$ cat src/rtl/freq_meter_if.sv
// Control and result bundle of a freq_meter: the driver side is master, the meter is slave.
interface freq_meter_if #(
  parameter int CNT_W = 32
);
  logic             sig_in;
  logic             start;
  logic             cont;
  logic [CNT_W-1:0] freq;
  logic             valid;
  logic             busy;
  logic             overflow;

  modport master (output sig_in, start, cont, input freq, valid, busy, overflow);
  modport slave  (input sig_in, start, cont, output freq, valid, busy, overflow);
endinterface

$ cat src/rtl/freq_meter.sv
// Gated frequency meter: counts synchronized rising edges of sig_in over a window of
// exactly GATE_CYCLES clk cycles, optionally back-to-back, and reports the count.
module freq_meter #(
  parameter int CLK_HZ      = 50_000_000,
  parameter int GATE_CYCLES = CLK_HZ,
  parameter int CNT_W       = 32
) (
  input logic         clk,
  input logic         reset,
  freq_meter_if.slave bus
);

  localparam int GW = $clog2(GATE_CYCLES);
  localparam logic [GW-1:0] LAST_TICK = GW'(GATE_CYCLES - 1);

  typedef enum logic {IDLE, GATE} state_t;

  state_t           state, state_nxt;
  logic             s1, s2, s3;
  logic             rise;
  logic [GW-1:0]    gate_cnt;
  logic [CNT_W-1:0] edge_cnt, edge_nxt;
  logic             ovf_i, sat_hit, last;
  logic [CNT_W-1:0] freq_q;
  logic             valid_q, ovf_q;

  // The synchronizer runs in every state so a level already high at window start is not an edge.
  assign rise = s2 & ~s3;

  always_ff @(posedge clk or negedge reset) begin
    if (!reset) state <= IDLE;
    else        state <= state_nxt;
  end

  always_comb begin
    state_nxt = state;
    last      = 1'b0;
    edge_nxt  = edge_cnt;
    sat_hit   = 1'b0;
    if (rise) begin
      if (&edge_cnt) sat_hit  = 1'b1;
      else           edge_nxt = edge_cnt + CNT_W'(1);
    end
    case (state)
      IDLE: if (bus.start) state_nxt = GATE;
      GATE: begin
        if (gate_cnt == LAST_TICK) begin
          last = 1'b1;
          if (!bus.cont) state_nxt = IDLE;
        end
      end
      default: state_nxt = IDLE;
    endcase
  end

  // Closing a window clears the counters, so a cont window starts with no dead cycle.
  always_ff @(posedge clk or negedge reset) begin
    if (!reset) begin
      s1       <= 1'b0;
      s2       <= 1'b0;
      s3       <= 1'b0;
      gate_cnt <= '0;
      edge_cnt <= '0;
      ovf_i    <= 1'b0;
      freq_q   <= '0;
      valid_q  <= 1'b0;
      ovf_q    <= 1'b0;
    end else begin
      s1      <= bus.sig_in;
      s2      <= s1;
      s3      <= s2;
      valid_q <= 1'b0;
      if (state == IDLE) begin
        gate_cnt <= '0;
        edge_cnt <= '0;
        ovf_i    <= 1'b0;
      end else if (last) begin
        freq_q   <= edge_nxt;
        ovf_q    <= ovf_i | sat_hit;
        valid_q  <= 1'b1;
        gate_cnt <= '0;
        edge_cnt <= '0;
        ovf_i    <= 1'b0;
      end else begin
        gate_cnt <= gate_cnt + GW'(1);
        edge_cnt <= edge_nxt;
        ovf_i    <= ovf_i | sat_hit;
      end
    end
  end

  assign bus.freq     = freq_q;
  assign bus.valid    = valid_q;
  assign bus.busy     = (state == GATE);
  assign bus.overflow = ovf_q;

endmodule

$ cat src/flat_wrapper.sv
// flat-port wrapper written by rule: the top's interface ports become plain ports
module freq_meter_flat 
#(
  parameter int CLK_HZ      = 50_000_000,
  parameter int GATE_CYCLES = CLK_HZ,
  parameter int CNT_W       = 32
)
  (clk, reset, bus_sig_in, bus_start, bus_cont, bus_freq, bus_valid, bus_busy, bus_overflow);
  freq_meter_if #(.CNT_W(CNT_W)) bus_i ();
  input logic clk;
  input logic reset;
  input wire logic [$bits(bus_i.sig_in)-1:0] bus_sig_in;
  input wire logic [$bits(bus_i.start)-1:0] bus_start;
  input wire logic [$bits(bus_i.cont)-1:0] bus_cont;
  output wire logic [$bits(bus_i.freq)-1:0] bus_freq;
  output wire logic [$bits(bus_i.valid)-1:0] bus_valid;
  output wire logic [$bits(bus_i.busy)-1:0] bus_busy;
  output wire logic [$bits(bus_i.overflow)-1:0] bus_overflow;
  assign bus_i.sig_in = bus_sig_in;
  assign bus_i.start = bus_start;
  assign bus_i.cont = bus_cont;
  assign bus_freq = bus_i.freq;
  assign bus_valid = bus_i.valid;
  assign bus_busy = bus_i.busy;
  assign bus_overflow = bus_i.overflow;
  freq_meter #(.CLK_HZ(CLK_HZ), .GATE_CYCLES(GATE_CYCLES), .CNT_W(CNT_W)) u_core (.clk(clk), .reset(reset), .bus(bus_i));
endmodule
$ cat config.mk
export PLATFORM = sky130hd
export DESIGN_NAME = freq_meter_flat
export DESIGN_NICKNAME = d
export VERILOG_FILES = /design/src/rtl/freq_meter_if.sv /design/src/rtl/freq_meter.sv /design/src/flat_wrapper.sv
export SDC_FILE = /design/constraint.sdc
export NUM_CORES = 1
export LEC_CHECK = 0
export ABC_AREA = 1
export BUFFER_PORTS_ARGS = -buffer_cell sky130_fd_sc_hd__buf_2
export CAP_MARGIN = 20
export CORE_ASPECT_RATIO = 1.2
export CORE_MARGIN = 2
export CORE_UTILIZATION = 55
export DETAILED_ROUTE_END_ITERATION = 10
export HOLD_SLACK_MARGIN = 0.05
export PLACE_DENSITY = 0.77
export SLEW_MARGIN = 10
export SYNTH_ARGS = -nofsm -noshare
export SYNTH_HDL_FRONTEND = slang
export SYNTH_SLANG_ARGS = --single-unit
$ cat constraint.sdc
create_clock -name clk -period 1.61 [get_ports clk]
set_input_delay 0.322 -clock clk [delete_from_list [all_inputs] [get_ports clk]]
set_output_delay 0.322 -clock clk [all_outputs]
set_load 0.1 [all_outputs]
==> results of run 1 <==
[cell usage after synthesis]
| master | instances | area (sq um) |
|---|---|---|
| nand2_1 | 279 | 1050 |
| nor2_1 | 115 | 432 |
| dfrtp_1 | 97 | 2430 |
| inv_1 | 76 | 285 |
| nand3_1 | 73 | 365 |
| nand4_1 | 19 | 119 |
| nor3_1 | 17 | 85.1 |
| xor2_1 | 14 | 123 |
| buf_2 | 10 | 50.1 |
| a21oi_1 | 8 | 40.0 |
| nor2_2 | 4 | 25.0 |
| xnor2_1 | 4 | 35.0 |
| buf_6 | 3 | 33.8 |
| clkbuf_1 | 3 | 11.3 |
| nand3b_1 | 3 | 22.5 |
| nor4_1 | 3 | 18.8 |
| and2_1 | 2 | 12.5 |
| ha_1 | 2 | 25.0 |
| inv_2 | 2 | 7.51 |
| nand2_2 | 2 | 12.5 |
| nand3_2 | 2 | 20.0 |
| o21ai_0 | 2 | 10.0 |
| a31oi_1 | 1 | 6.26 |
| buf_1 | 1 | 3.75 |
| buf_4 | 1 | 7.51 |
| nor3_2 | 1 | 10.0 |
| nor3_4 | 1 | 16.3 |
| o21ai_2 | 1 | 8.76 |
| o22ai_1 | 1 | 6.26 |
[metal layers]
metal  wire, um  part of all wire [%]  vias to the layer above  global-route usage, %
met3       2310                    10                      230                   6.53
met4       2290                    10                        0                   23.2
met1       7290                    32                     2957                   36.3
met5          0                     0                        -                      0
met2      10600                    47                      550                   64.0
li1           -                     -                     2686                      -
[per-stage QoR]
step | TNS, ns | area, sq um
floorplan | -2.25 | 5280
global placement | -6.70 | 6340
detailed placement | -11.13 | 6340
CTS | -6.33 | 7380
global route | -25.89 | 8130
finish | -19.14 | 8130
[logic make-up after synthesis]
logic type,Yosys count
XOR/XNOR,18
buffers and inverters,96
AO/OA/AOI/OAI,13
flip-flops,97
adder cells (fa/ha/maj),2
AND/OR/NAND/NOR,521
[path summary, 6_finish.rpt]
kind	from	end	slack, ns
setup / recovery	u_core.edge_cnt[19]	u_core.ovf_i	-0.39
hold / removal	bus_sig_in	u_core.s1	0.08
setup reg to reg	u_core.edge_cnt[19]	u_core.ovf_i	-0.39
hold reg to reg	u_core.s1	u_core.s2	0.36
max in group asynchronous	reset	u_core.bus.freq[31]	0.59
min in group asynchronous	reset	u_core.gate_cnt[10]	0.45
[sequential cells by signal, indices dropped and copies added, names as in the netlist]
signal,cells
u_core.s1,1
u_core.edge_cnt,32
u_core.bus.freq,32
u_core.s3,1
u_core.ovf_i,1
u_core.gate_cnt,26
u_core.s2,1
u_core.bus.busy,1
u_core.bus.overflow,1
u_core.bus.valid,1
[layout make-up]
cell class	count	area, sq um	area share, %
Inverter	78	295	3.63
Tap cell	123	154	1.89
Clock inverter	6	90.1	1.11
Clock buffer	10	239	2.94
Sequential cell	97	2430	29.9
Multi-Input combinational cell	554	3260	40.1
Timing Repair Buffer	178	1650	20.4
[what timing repair did]
action,CTS,global route
gates cloned,7,7
endpoints found under the setup margin,84,89
pin swaps,36,47
buffers inserted,14,14
hold buffers,1,0
hold endpoints to repair,23,0
gates resized for setup,102,143
[placed cells by master, fill, tap and decap left out, types with 2 or more instances in the layout]
master / Yosys / final
nor3_1: 17 / 10
nor2_4: 0 / 10
a21oi_1: 8 / 8
clkbuf_16: 0 / 15
nor2_2: 4 / 19
and2_1: 2 / 2
nand2_4: 0 / 21
inv_1: 76 / 67
xor2_1: 14 / 13
nand3_2: 2 / 45
buf_4: 1 / 104
nand3_4: 0 / 7
nand2_2: 2 / 60
bufinv_16: 0 / 2
nor3_2: 1 / 6
xnor2_1: 4 / 4
nand3_1: 73 / 23
nor2_1: 115 / 90
nand3b_1: 3 / 3
buf_6: 3 / 12
nor4_1: 3 / 3
nor3_4: 1 / 3
buf_12: 0 / 12
nand2_1: 279 / 199
dfrtp_1: 97 / 95
ha_4: 0 / 2
buf_2: 10 / 37
inv_2: 2 / 10
nand4_1: 19 / 19
buf_16: 0 / 5
[power groups by stage]
| stage | combinational (mW) | clock, mW | sequential, mW |
|---|---|---|---|
| after floorplan | 0.454 | 0 | 2.76 |
| after global placement | 0.908 | 0 | 2.75 |
| after detailed placement | 0.946 | 0 | 2.75 |
| after CTS | 1.08 | 2.39 | 2.74 |
| after global routing | 1.56 | 2.49 | 2.78 |
| final | 1.48 | 2.42 | 2.78 |
==> impl_metrics.py, run 1 <==
metrics = {
    "setup_path": {
        "crit_type": "reg2reg",
        "critPathMaxStageDelay_ns": 0.37,
        "cp_max_fo": 4,
        "rr_worst_depth": 10,
        "path_cells": "nand2_1 -> nor2_1 -> nand2_1 -> inv_1 -> nand3_4 -> buf_12 -> buf_6 -> o21ai_4 -> inv_1 -> nor2_1",
        "cp.arrival_ns": 2.27,
        "endpoint_kind": "flip-flop",
        "cp_top_family": "simple AND/OR/NAND/NOR gates",
        "cp_slowest_cell": "dfrtp_1",
        "worstSetupStartpointType": "flip-flop",
        "cp.required_ns": 1.89,
        "worst-path-stages": 10,
        "critPathBufInv": 4,
    },
    "timing": {
        "finClkSkew_ns": 0.00688,
        "finalSetupViolCount": 87,
        "relSlewSlack_pct": 66.5,
        "rsz0062_at_grt": "true",
        "period_needed_ns": 2.00,
        "hold_ws_ns": 0.0752,
        "fin_crit_sh_pct": 124,
        "slew_violations": 0,
        "final.setup.worst_slack_ns": -0.385,
        "hold_viol": 0,
        "worst_pin_slew_ns": 0.506,
        "fmax_mhz": 501,
    },
    "pwr": {
        "seqPwrFrac_pct": 41.6,
        "switching_share_pct": 30.1,
        "clkPwrFrac_pct": 36.3,
        "switching_power_mw": 2.01,
        "p_int_mw": 4.67,
        "power_leakage_nw": 4.06,
        "finalPower_mw": 6.68,
        "power.density_nw_per_um2": 822,
        "vdd_drop_max_mv": 0.658,
        "combPwrFrac_pct": 22.1,
    },
    "floorplanning": {
        "rows": 39,
        "ios": 40,
        "initial_utilization_pct": 55.9,
        "design.core.area_sq_um": 9420,
        "die_h_um": 111,
        "fp.dieArea_sq_um": 10400,
        "die_w_um": 93.3,
    },
    "global_routing": {
        "grt_remaining_overflow": 0,
        "grt_pass1_vias": 6004,
        "grt_pass1_wl_um": 28400,
        "antenna_found_initial": 0,
        "grt_use_total_pct": 35.4,
        "grt_max_degree": 37,
    },
    "clocking": {
        "cts_tree": "yes",
        "clk_latency_ns": 0.35,
        "root_buffer": "clkbuf_16",
        "clk_pin_slew_ns": 0.07,
        "clock_sinks": 97,
        "htreeDepth": 3,
        "numCtsBuffers": 9,
        "clk_path_buf_depth": 2,
    },
    "logic_synthesis": {
        "synth_compound_area_share_pct": 1.35,
        "netlist_instances": 747,
        "synth_nets": 754,
        "yosys_warnings": 0,
        "synth_top_family_by_area": "simple AND/OR/NAND/NOR gates",
        "syn_avg_cell_area_sq_um": 7.05,
        "muxShareOfSynthArea_pct": 0,
        "yosys.area_share.simple_pct": 41.5,
        "synth_fa_ha_area_share_pct": 0.475,
        "yosysUniqueCellTypes": 29,
        "synth-seq-cells": 97,
        "synth_area_sq_um": 5270,
        "ys_seq_area_share_pct": 46.1,
        "synth_xor_area_share_pct": 2.99,
    },
    "final_layout": {
        "nFillCells": 445,
        "fin_cells": 1046,
        "post-route-util_pct": 86.3,
        "n_antenna_cell": 0,
        "area_growth_pct": 54.3,
        "final_nets": 925,
        "drive_gt1_share_pct": 41.4,
    },
    "detailed_routing": {
        "vias": 6423,
        "post_drt_wl_per_cell_um": 21.5,
        "postRouteAntennaNets": 0,
        "drtIter0Drc": 768,
        "drcViolationCount": 0,
        "detail_route.vias_per_cell": 6.14,
        "first_pass_iters": 6,
        "wl_um": 22500,
    },
    "placement": {
        "hpwlAfterDp_um": 10900,
        "portBuffers": 39,
        "pre_cts_ws_ns": -0.237,
        "place_congestion": 0.946,
        "dp_cells": 989,
    },
    "outcome": {
        "status": "complete, but fails checks",
        "failed_checks": "setup timing",
    },
    "flow_run": {
        "max-cap-violations": 0,
    },
    "min_path": {
        "hold_depth": 1,
        "hold_class": "in2reg",
    },
}
(Power assumes the default switching activity.)
==> run 2: changes to the inputs <==
Settings changed: CORE_UTILIZATION 55 to 56, CTS_BUF_LIST set to sky130_fd_sc_hd__clkbuf_4, PLACE_DENSITY 0.77 to 0.78.
==> impl_metrics.py, run 2 (same netlist as run 1, synthesis figures left out) <==
metrics = {
    "detailed_routing": {
        "drtIter0Drc": 1132,
        "detail_route.vias_per_cell": 6.77,
        "vias": 7100,
        "postRouteAntennaNets": 0,
        "first_pass_iters": 11,
        "wl_um": 26600,
        "post_drt_wl_per_cell_um": 25.3,
        "drcViolationCount": 0,
    },
    "floorplanning": {
        "rows": 38,
        "fp.dieArea_sq_um": 10200,
        "initial_utilization_pct": 58.0,
        "die_h_um": 110,
        "die_w_um": 92.5,
        "ios": 40,
        "design.core.area_sq_um": 9080,
    },
    "clocking": {
        "clk_path_buf_depth": 2,
        "htreeDepth": 3,
        "clk_latency_ns": 0.50,
        "clock_sinks": 97,
        "cts_tree": "yes",
        "root_buffer": "clkbuf_4",
        "numCtsBuffers": 9,
        "clk_pin_slew_ns": 0.17,
    },
    "setup_path": {
        "crit_type": "reg2reg",
        "endpoint_kind": "flip-flop",
        "cp.arrival_ns": 2.62,
        "rr_worst_depth": 9,
        "cp.required_ns": 2.01,
        "r2r_slack_ns": -0.62,
        "cp_max_fo": 8,
        "worstSetupStartpointType": "flip-flop",
    },
    "global_routing": {
        "grt_use_total_pct": 36.4,
        "grt_remaining_overflow": 0,
        "grt_pass1_wl_um": 28200,
        "antenna_found_initial": 1,
        "grt_pass1_vias": 5968,
        "grt_max_degree": 41,
    },
    "final_layout": {
        "nFillCells": 274,
        "final_nets": 931,
        "drive_gt1_share_pct": 46.9,
        "area_growth_pct": 60.7,
        "n_antenna_cell": 0,
        "mostFrequentLayoutCell": "nand2_1",
        "final_cell_mix": "186 x nand2_1, 117 x buf_4, 93 x dfrtp_1, 69 x nor2_1, 67 x nand2_2",
        "post-route-util_pct": 93.2,
    },
    "pwr": {
        "power_leakage_nw": 4.00,
        "power.density_nw_per_um2": 654,
        "vdd_drop_max_mv": 0.566,
    },
    "timing": {
        "period_needed_ns": 2.23,
        "final.setup.worst_slack_ns": -0.617,
        "rsz0062_at_grt": "true",
        "hold_ws_ns": 0.0385,
        "fin_crit_sh_pct": 138,
        "fmax_mhz": 449,
        "relSlewSlack_pct": 67.8,
        "finalSetupViolCount": 89,
        "slew_violations": 0,
        "hold_viol": 0,
        "worst_pin_slew_ns": 0.486,
        "finClkSkew_ns": 0.0237,
    },
    "min_path": {
        "hold_depth": 3,
        "hold_class": "in2reg",
    },
    "placement": {
        "place_congestion": 1.02,
        "hpwlAfterDp_um": 10800,
        "portBuffers": 39,
    },
    "outcome": {
        "failed_checks": "setup timing",
        "status": "complete, but fails checks",
    },
    "flow_run": {
        "max-cap-violations": 0,
    },
}
## run 2: changes by cell type in the layout (fill, tap and decap cells not counted), sizes merged
cell	previous run	this run
buf	171	159
dlygate4sd3	1	3
clkinv	2	4
clkbuf	16	32
bufinv	2	0
## run 2: worst paths after layout
check | start | end
setup / recovery | u_core.edge_cnt[4] | u_core.edge_cnt[31]
hold / removal | bus_start | u_core.bus.busy
setup reg to reg | u_core.edge_cnt[4] | u_core.edge_cnt[31]
hold reg to reg | u_core.s1 | u_core.s2
max in group asynchronous | reset | u_core.bus.freq[22]
min in group asynchronous | reset | u_core.gate_cnt[24]
## run 2: final cells by class
cell class / instances / area (sq um) / area share [%]
well taps: 120 / 150 / 1.77
clock inverters: 6 / 43.8 / 0.517
clock buffers: 10 / 75.1 / 0.887
flip-flops and latches: 97 / 2430 / 28.8
repair buffers: 184 / 1830 / 21.6
inverters: 78 / 298 / 3.52
multi-input cells: 554 / 3630 / 42.9
## run 2: through the flow
| stage | setup slack, ns | TNS, ns | total power [mW] | area (sq um) | std cells |
|---|---|---|---|---|---|
| 6_report | -0.617 | -26.32 | 5.54 | 8460 | 1049 |
| 5_1_grt | -0.896 | -41.07 | 5.65 | 8460 | 1049 |
| 4_1_cts | -0.108 | -4.90 | 5.09 | 7390 | 1037 |
| 3_5_place_dp | -0.239 | -11.57 | 3.67 | 6310 | 981 |
| 3_3_place_gp | -0.199 | -8.46 | 3.62 | 6310 | 981 |
| 2_1_floorplan | -0.0380 | -2.25 | 3.21 | 5280 | 747 |
## run 2: critical path, cell delays in order (launching register included)
cell and delay, ns:
dfrtp_1 0.48, nand2_1 0.14, nor2_2 0.26, nand2_4 0.12, buf_4 0.18, inv_2 0.08
nand3_4 0.17, nand3_1 0.24, nand2_1 0.20, nor2_1 0.25
## run 2: repair_timing
action / CTS / global route
endpoints found under the hold margin: 99 / 0
gates cloned: 9 / 8
hold buffers: 3 / 0
setup buffers: 28 / 16
endpoints found under the setup margin: 104 / 103
pin swaps: 31 / 101
resized for setup: 138 / 246
## run 2: per-layer routing
metal  track usage, %  vias up  part of all wire, %
li1                 -     2699                    -
met1             37.6     3220                   29
met2             66.2      813                   45
met3             6.53      368                   13
met4             27.1        0                   12
met5                0        -                    0
## run 2: report_power, final
group	leakage, nW	switching, mW	internal [mW]	total (mW)
logic	2.62	0.825	0.620	1.45
clock network	0.0667	0.942	0.341	1.28
registers	1.32	0.225	2.59	2.81
total	4.00	1.99	3.55	5.54
